**src/rtl/fg_pkg.sv**
```systemverilog
// Shared definitions for the flow generator.
// Holds the scheduler state encoding and common field widths.
package fg_pkg;

    localparam int LEN_WIDTH  = 32;
    localparam int RATE_WIDTH = 16;

    typedef enum logic [1:0] {
        ST_IDLE   = 2'd0,
        ST_ACTIVE = 2'd1,
        ST_DRAIN  = 2'd2
    } state_e;

endpackage

```
**src/rtl/fg_rate_acc.sv**
```systemverilog
// Fractional rate accumulator: inc pulses num times per denom enabled cycles.
// Ports: clk, rst, num, denom, clear, enable in; inc out.
module fg_rate_acc
    import fg_pkg::*;
(
    input  logic                  clk,
    input  logic                  rst,
    input  logic [RATE_WIDTH-1:0] num,
    input  logic [RATE_WIDTH-1:0] denom,
    input  logic                  clear,
    input  logic                  enable,
    output logic                  inc
);

    logic [RATE_WIDTH-1:0] acc_q;
    logic [RATE_WIDTH-1:0] acc_d;
    logic [RATE_WIDTH:0]   sum;
    logic                  full;
    logic                  hit;

    always_comb begin
        full  = (denom == '0) || (num >= denom);
        sum   = {1'b0, acc_q} + {1'b0, num};
        hit   = sum >= {1'b0, denom};
        inc   = enable & (full | hit);
        acc_d = acc_q;
        if (clear) begin
            acc_d = '0;
        end else if (enable && !full) begin
            // acc stays below denom, so the wrapped 16-bit result is exact
            if (hit) acc_d = acc_q + num - denom;
            else     acc_d = acc_q + num;
        end
    end

    always_ff @(posedge clk) begin
        if (rst) acc_q <= '0;
        else     acc_q <= acc_d;
    end

endmodule

```
**src/rtl/fg_fd_sched.sv**
```systemverilog
// Flow descriptor scheduler: splits each flow into paced burst descriptors.
// Ports: input_fd_* descriptor in, output_bd_* burst out, busy/bytes_remaining status.
module fg_fd_sched
    import fg_pkg::*;
#(
    parameter int DEST_WIDTH   = 8,
    parameter int CREDIT_WIDTH = 32
) (
    input  logic                  clk,
    input  logic                  rst,
    input  logic                  input_fd_valid,
    output logic                  input_fd_ready,
    input  logic [DEST_WIDTH-1:0] input_fd_dest,
    input  logic [RATE_WIDTH-1:0] input_fd_rate_num,
    input  logic [RATE_WIDTH-1:0] input_fd_rate_denom,
    input  logic [LEN_WIDTH-1:0]  input_fd_len,
    input  logic [LEN_WIDTH-1:0]  input_fd_burst_len,
    output logic                  output_bd_valid,
    input  logic                  output_bd_ready,
    output logic [DEST_WIDTH-1:0] output_bd_dest,
    output logic [LEN_WIDTH-1:0]  output_bd_len,
    output logic                  output_bd_last,
    output logic                  busy,
    output logic [LEN_WIDTH-1:0]  bytes_remaining
);

    localparam int CMP_W =
        (CREDIT_WIDTH > LEN_WIDTH) ? CREDIT_WIDTH : LEN_WIDTH;

    state_e                  state_q, state_d;
    logic [DEST_WIDTH-1:0]   dest_q, dest_d;
    logic [RATE_WIDTH-1:0]   num_q, num_d;
    logic [RATE_WIDTH-1:0]   denom_q, denom_d;
    logic [LEN_WIDTH-1:0]    blen_q, blen_d;
    logic [LEN_WIDTH-1:0]    rem_q, rem_d;
    logic [CREDIT_WIDTH-1:0] credit_q, credit_d;
    logic                    ov_q, ov_d;
    logic [DEST_WIDTH-1:0]   odest_q, odest_d;
    logic [LEN_WIDTH-1:0]    olen_q, olen_d;
    logic                    olast_q, olast_d;

    logic [LEN_WIDTH-1:0] eb;
    logic [LEN_WIDTH-1:0] cur;
    logic                 is_last;
    logic                 enough;
    logic                 issue;
    logic                 inc;
    logic                 active;

    assign active = (state_q == ST_ACTIVE);

    fg_rate_acc u_rate (
        .clk    (clk),
        .rst    (rst),
        .num    (num_q),
        .denom  (denom_q),
        .clear  (!active),
        .enable (active),
        .inc    (inc)
    );

    always_comb begin
        eb      = (blen_q == '0) ? rem_q : blen_q;
        cur     = (rem_q < eb) ? rem_q : eb;
        is_last = (rem_q == cur);
        enough  = CMP_W'(credit_q) >= CMP_W'(cur);
        issue   = active && enough && (!ov_q || output_bd_ready);
    end

    always_comb begin
        state_d  = state_q;
        dest_d   = dest_q;
        num_d    = num_q;
        denom_d  = denom_q;
        blen_d   = blen_q;
        rem_d    = rem_q;
        credit_d = credit_q;
        ov_d     = ov_q;
        odest_d  = odest_q;
        olen_d   = olen_q;
        olast_d  = olast_q;

        unique case (state_q)
            ST_IDLE: begin
                if (input_fd_valid) begin
                    dest_d   = input_fd_dest;
                    num_d    = input_fd_rate_num;
                    denom_d  = input_fd_rate_denom;
                    blen_d   = input_fd_burst_len;
                    rem_d    = input_fd_len;
                    credit_d = '0;
                    state_d  = (input_fd_len == '0) ? ST_DRAIN : ST_ACTIVE;
                end
            end
            ST_ACTIVE: begin
                if (issue) begin
                    // credit >= cur > 0, so this cannot wrap
                    credit_d = credit_q - CREDIT_WIDTH'(cur)
                             + CREDIT_WIDTH'(inc);
                    rem_d    = rem_q - cur;
                    if (is_last) state_d = ST_DRAIN;
                end else if (inc && !(&credit_q)) begin
                    credit_d = credit_q + 1'b1;
                end
            end
            ST_DRAIN: begin
                credit_d = '0;
                if (!ov_q || output_bd_ready) state_d = ST_IDLE;
            end
            default: state_d = ST_IDLE;
        endcase

        if (issue) begin
            ov_d    = 1'b1;
            olen_d  = cur;
            odest_d = dest_q;
            olast_d = is_last;
        end else if (output_bd_ready) begin
            ov_d = 1'b0;
        end
    end

    always_ff @(posedge clk) begin
        if (rst) begin
            state_q  <= ST_IDLE;
            dest_q   <= '0;
            num_q    <= '0;
            denom_q  <= '0;
            blen_q   <= '0;
            rem_q    <= '0;
            credit_q <= '0;
            ov_q     <= 1'b0;
            odest_q  <= '0;
            olen_q   <= '0;
            olast_q  <= 1'b0;
        end else begin
            state_q  <= state_d;
            dest_q   <= dest_d;
            num_q    <= num_d;
            denom_q  <= denom_d;
            blen_q   <= blen_d;
            rem_q    <= rem_d;
            credit_q <= credit_d;
            ov_q     <= ov_d;
            odest_q  <= odest_d;
            olen_q   <= olen_d;
            olast_q  <= olast_d;
        end
    end

    assign input_fd_ready  = (state_q == ST_IDLE);
    assign output_bd_valid = ov_q;
    assign output_bd_dest  = odest_q;
    assign output_bd_len   = olen_q;
    assign output_bd_last  = olast_q;
    assign busy            = (state_q != ST_IDLE) || ov_q;
    assign bytes_remaining = rem_q;

endmodule

```
**config.mk**
```make
export PLATFORM = sky130hd
export DESIGN_NAME = fg_fd_sched
export DESIGN_NICKNAME = d
export VERILOG_FILES = /design/src/rtl/fg_pkg.sv /design/src/rtl/fg_rate_acc.sv /design/src/rtl/fg_fd_sched.sv
export SDC_FILE = /design/constraint.sdc
export NUM_CORES = 1
export LEC_CHECK = 0
export CORE_MARGIN = 2
export CORE_UTILIZATION = 35
export DETAILED_ROUTE_END_ITERATION = 8
export PLACE_DENSITY_LB_ADDON = 0.1
export REMOVE_ABC_BUFFERS = 1
export SETUP_SLACK_MARGIN = 0.4
export SLEW_MARGIN = 5
export SYNTH_ARGS = -nofsm -noshare
export SYNTH_HDL_FRONTEND = slang
export SYNTH_HIERARCHICAL = 1
export SYNTH_SLANG_ARGS = --single-unit
```
**constraint.sdc**
```tcl
create_clock -name clk -period 7.05 [get_ports clk]
set_clock_uncertainty 0.15 [all_clocks]
set_input_delay 0.705 -clock clk [delete_from_list [all_inputs] [get_ports clk]]
set_output_delay 0.705 -clock clk [all_outputs]
set_load 0.03 [all_outputs]
```
### Word-level counts from Yosys, hierarchy flattened

Cells that the tools add are included.

* bits of input ports: 108
* flip-flop bits (word level): 196
* logic and storage cells: 76
* output and inout port bits: 76

* equal/unequal tests: 8
* magnitude comparators: 4
* bitwise operators: 3
* add/subtract/negate cells: 7
* muxes and demuxes: 18
* reduce and logical (&&, ||, !) cells: 24

Operators by type and width (count)
* 2-to-1 mux 32 bit: 7
* one-hot mux 32 bit (3 select lines): 1
* zero test 32 bit: 2
* one-hot mux 32 bit (2 select lines): 1
* subtractor 32 bit: 2
* adder 32 x 1 -> 32 bit: 1
* adder 32 x 1 -> 32 bit, second input constant: 1
* == test 32 bit: 1
* >= comparator 32 bit: 1
* less-than comparator 32 bit: 1
* AND reduction 32 bit: 1
* adder 16 x 16 -> 17 bit: 1
* >= comparator 17 x 16 -> 1 bit: 1
* adder 16 bit: 1
* >= comparator 16 bit: 1
* zero test 16 bit: 1
* 2-to-1 mux 16 bit: 1
* subtractor 16 bit: 1
* 2-to-1 mux 2 bit: 5
* != test 2 bit, second input constant: 4
* one-hot mux 2 bit (3 select lines): 1
* AND reduction 3 bit: 2
* nonzero test 2 bit: 3
* logical AND 1 bit: 4
* other kinds (14): 19

### Longest topological paths before layout

* depth after elaboration: 9
* gate-level depth with buffers: 35
* mapped depth without buffers: 32

### Cells and area by module

Netlist, hierarchy kept.

Modules (own cells, without submodules)
* fg_fd_sched: instances 1, cells an instance 1755, area an instance 13123.8 µm²
* fg_rate_acc: instances 1, cells an instance 363, area an instance 2745.1 µm²

### Least setup slack after synthesis

No wires, ideal clock.

* path type: flip-flop to flip-flop
* start point: register blen_q[2]
* end point: register credit_q[31]
* required time: 6784 ps
* buffers on the path: 4
* arrival time: 6863 ps
* stages on the path, launching flop included: 31
* clock period less this slack: 7129 ps
* path slack: -79 ps
* cell sequence: dfxtp_1 clkbuf_1 nor4_1 nand4_1 nor2_2 clkbuf_1 a21oi_1 ha_1 nand4_1 or4_4 o21bai_4 nand3_2 o21a_4 nand2b_1 clkbuf_1 clkbuf_1 nand2_1 o21ai_0 ha_1 inv_1 fa_1 or4_1 a21oi_1 nor4b_1 o41ai_1 a311oi_1 o21ai_1 nand3_1 nor2_1 nor4_1 a41o_1

* longest elaborated chain between the ends: 9
* elaborated cells on any way between the ends: 13
* those cells by class: add/sub (2); order compare (2); eq/ne (1); mux (4); reduce/logical (4)

RTL lines
* from (decl): RTL line fg_fd_sched.sv:34 `logic [LEN_WIDTH-1:0] blen_q, blen_d;`
* from (signal assigned): RTL line fg_fd_sched.sv:141 `blen_q <= blen_d;`
* zero test 32 bit: RTL line fg_fd_sched.sv:63 `eb = (blen_q == '0) ? rem_q : blen_q;`
* 2-to-1 mux 32 bit *: RTL line fg_fd_sched.sv:63
* less-than comparator 32 bit: RTL line fg_fd_sched.sv:64 `cur = (rem_q < eb) ? rem_q : eb;`
* 2-to-1 mux 32 bit *: RTL line fg_fd_sched.sv:64
* parallel branches: the longest is 5 deep, another holds subtractor 32 bit
* to (signal assigned): RTL line fg_fd_sched.sv:143 `credit_q <= credit_d;`
* to (decl): RTL line fg_fd_sched.sv:36 `logic [CREDIT_WIDTH-1:0] credit_q, credit_d;`

Every way passes the cells marked *.
A chain may end at the register's enable or synchronous reset.

### Worst setup path after layout

* start point: register blen_q[30]
* end point: register credit_q[30]

* longest elaborated chain between the ends: 9
* elaborated cells on any way between the ends: 13
* those cells by class: add/sub (2); order compare (2); eq/ne (1); mux (4); reduce/logical (4)

RTL lines
* zero test 32 bit: RTL line fg_fd_sched.sv:63
* 2-to-1 mux 32 bit *: RTL line fg_fd_sched.sv:63
* less-than comparator 32 bit: RTL line fg_fd_sched.sv:64
* 2-to-1 mux 32 bit *: RTL line fg_fd_sched.sv:64
* named net cur[0]: RTL line fg_fd_sched.sv:43 `logic [LEN_WIDTH-1:0] cur;`
* parallel branches: the longest is 5 deep, another holds subtractor 32 bit

Mark *: on every way through the listed nets, which the timed path passes.

==> impl_metrics.py <==
metrics = {
    "floorplanning": {
        "initial_utilization_pct": 35.2,
        "row_count": 78,
        "die-area_mm2": 0.0471,
        "die_w_um": 217,
        "ioPinCount": 184,
        "die_y_um": 217,
        "core_mm2": 0.0451,
    },
    "pwr": {
        "power_density_mw_per_mm2": 357,
        "p_leak_nw": 8.84,
        "power_mw": 7.73,
        "vdd_drop_max_mv": 0.223,
    },
    "cts": {
        "cts_tree": "yes",
        "h-tree-depth": 4,
        "clkLatencyLatePin_ns": 0.53,
        "cts_buffers": 17,
        "clk_pin_slew_ns": 0.08,
        "clock_path_buffers": 2,
        "cts_sinks": 196,
        "hold_buffers": 0,
        "cts-root-buf": "clkbuf_16",
    },
    "timing": {
        "fmax_mhz": 152,
        "timing.final.crit_share_pct": 93.6,
        "relSlewSlack_pct": 26.7,
        "setup_viol": 0,
        "fin_crit_ns": 6.60,
        "drv_slew": 0,
        "rsz0062_at_grt": "yes",
        "hold_violations": 0,
        "worst_pin_slew_ns": 1.10,
    },
    "cells_and_area": {
        "diodes": 0,
        "syn_to_final_growth_pct": 36.4,
        "fin_area_mm2": 0.0216,
        "final_net_count": 2778,
        "drive_gt1_share_pct": 18.4,
    },
    "critical_path": {
        "worstSetupStartpointType": "register",
        "worstSetupPathType": "register to register",
        "worst_ep_arrival_time_ns": 6.84,
        "cp-end-kind": "register",
        "slowest_delay_ns": 0.54,
        "worstPathMaxFanout": 5,
        "crit_required_ns": 7.29,
        "cpMaxStageDelayCell": "or4_4",
    },
    "yosys": {
        "async_reset_ff_share_pct": 0,
        "ys_seq_elements": 196,
        "ys.flop_type": "dfxtp_1",
        "syn_avg_cell_area_um2": 7.49,
        "synth_area_mm2": 0.0159,
        "ys_warn_count": 6,
        "synth_edf_count": 0,
        "synth_cell_types": 89,
        "synthTopCellsByArea": "dfxtp_1, ha_1, a21oi_1",
        "seq_area_frac_synth_pct": 24.7,
        "synth.top_cell.area_share_pct": 24.7,
        "syn_inst": 2118,
        "synth_largest_area_cell": "dfxtp_1",
    },
    "drt": {
        "vias_per_cell": 5.54,
        "firstDrtPassIters": 6,
        "detail-route-antenna-nets": 0,
        "drtIter0Drc": 1149,
        "vias": 17141,
        "routedWlPerCell_um": 19.8,
        "drc": 0,
        "wl_um": 61300,
    },
    "global_route": {
        "grt_pass1_vias": 16619,
        "grt_usage_pct": 25.1,
        "grt_max_degree": 82,
        "antenna_found_initial": 0,
        "grt_overflow": 0,
        "grt_first_pass_wirelength_um": 91900,
    },
    "placed_design": {
        "place_congestion": 0.903,
        "portBuffers": 183,
        "post_dp_cell_area_mm2": 0.0197,
        "dpl.hpwl_um": 44500,
    },
    "run_status": {
        "outcome": "finished, final reports clean",
    },
    "worst_hold_path": {
        "hp-class": "register to register",
    },
    "job": {
        "maxCapViolCount": 0,
    },
}
==> placed cells by master, fill, tap and decap left out, types with 32 or more instances in the layout <==
cell type        synthesis  layout
a31oi_1                 40      39
nor2_1                 179     178
nand4_1                 32      32
nor4_1                  39      36
nor3_1                  41      39
o21ai_1                 18      32
xnor2_1                 44      43
buf_4                    5     240
nand2_1                331     328
o21ai_0                108      84
clkdlybuf4s50_1          0     182
a21oi_1                264     239
a211oi_1                58      49
a21o_1                  46      46
ha_1                   171     149
dfxtp_1                196     192
nand3_1                 47      46
inv_1                   71      66
==> area by class of cell <==
type                       count  area, um2
tap                          600        751
inverter                      72        270
sequential                   196       3930
timing repair buffer         450       4100
clock inverter                14        166
multi-input combinational   1744      12000
fill                        4513      23400
clock buffer                  18        439
==> cell families (layout without fill, tap and decap cells) <==
| group | Yosys count | after routing | synth area share, % |
|---|---|---|---|
| compound gates | 675 | 675 | 27.0 |
| xor+xnor | 70 | 70 | 3.98 |
| fa+ha+maj | 189 | 189 | 15.8 |
| buf+inv | 179 | 554 | 4.57 |
| flops | 196 | 196 | 24.7 |
| mux | 9 | 9 | 0.583 |
| simple gates | 800 | 801 | 23.4 |
==> power by group <==
group	internal [mW]	total, mW	switching (mW)
clock network	0.543	1.08	0.539
registers	1.19	1.31	0.121
logic	2.34	5.34	3.00
total	4.06	7.73	3.66
==> flip-flops by register name, indices dropped and copies added (netlist names) <==
register,flops
output_bd_last,1
state_q,2
output_bd_valid,1
output_bd_dest,8
output_bd_len,32
num_q,16
u_rate/acc_q,16
credit_q,32
bytes_remaining,32
denom_q,16
blen_q,32
dest_q,8
==> through the flow <==
stage	hold WS [ns]	setup TNS (ns)	cells	setup WS, ns	util, %
2_1_floorplan	0.276	-145.33	2011	-2.23	-
3_3_place_gp	0.285	-0.575	3004	-0.180	43.6
6_report	0.304	0	3094	0.453	48.0
4_1_cts	0.307	0	3062	0.308	46.0
3_5_place_dp	0.296	-1.09	3004	-0.220	43.6
5_1_grt	0.324	0	3094	0.172	48.0
==> cells in the mapped netlist (all sizes together), types with 6 or more instances <==
master and instances:
xnor2 44, o21ai 127, o2111ai 6, nor2b 19, inv 71, a221oi 8, nand2 332, o211ai 14
fa 18, a21o 46, nor3 42, nor2 180, clkbuf 87, nor3b 6, o31ai 6, buf 20
nand3 48, nand4 32, and4 6, mux2i 7, or4 6, or3 16, dfxtp 196, a211oi 59
a31oi 41, or2 9, a21oi 264, ha 171, and3 21, xor2 26, o21bai 17, o21a 19
and2 10, a311oi 11, nor4 40, nand2b 24
==> worst paths after layout <==
path,from,to,slack [ns],cells after the start
setup / recovery,blen_q[30]$_SDFFE_PP0P_,credit_q[30]$_SDFFE_PP0P_,0.45,34
hold / removal,dest_q[3]$_SDFFE_PP0P_,output_bd_dest[3]$_SDFFE_PP0N_,0.30,2
setup reg to reg,blen_q[30]$_SDFFE_PP0P_,credit_q[30]$_SDFFE_PP0P_,0.45,34
hold reg to reg,dest_q[3]$_SDFFE_PP0P_,output_bd_dest[3]$_SDFFE_PP0N_,0.30,2
==> timing repair <==
item	in CTS	in global routing
gates cloned	0	7
gates resized for setup	62	122
pin swaps	34	72
endpoints found under the setup margin	107	107
setup buffers	26	25
==> critical path: cells and delay by family, from the launching register on <==
family                   cells  cell delay, ns
multiplexers                 1            0.34
AO/OA/AOI/OAI               12            1.89
adder cells (fa/ha/maj)      4            0.99
XOR/XNOR                     1            0.12
AND/OR/NAND/NOR             10            1.89
flip-flops                   1            0.36
buffers and inverters        6            0.73
==> routing by layer <==
metal / share of wire, % / track usage, % / vias to the layer above
met5: 0 / 0 / -
li1: - / - / 8427
met2: 47 / 42.5 / 456
met4: 2.8 / 7.85 / 0
met1: 45 / 32.4 / 8177
met3: 4.9 / 4.29 / 81
(Power assumes the default switching activity.)
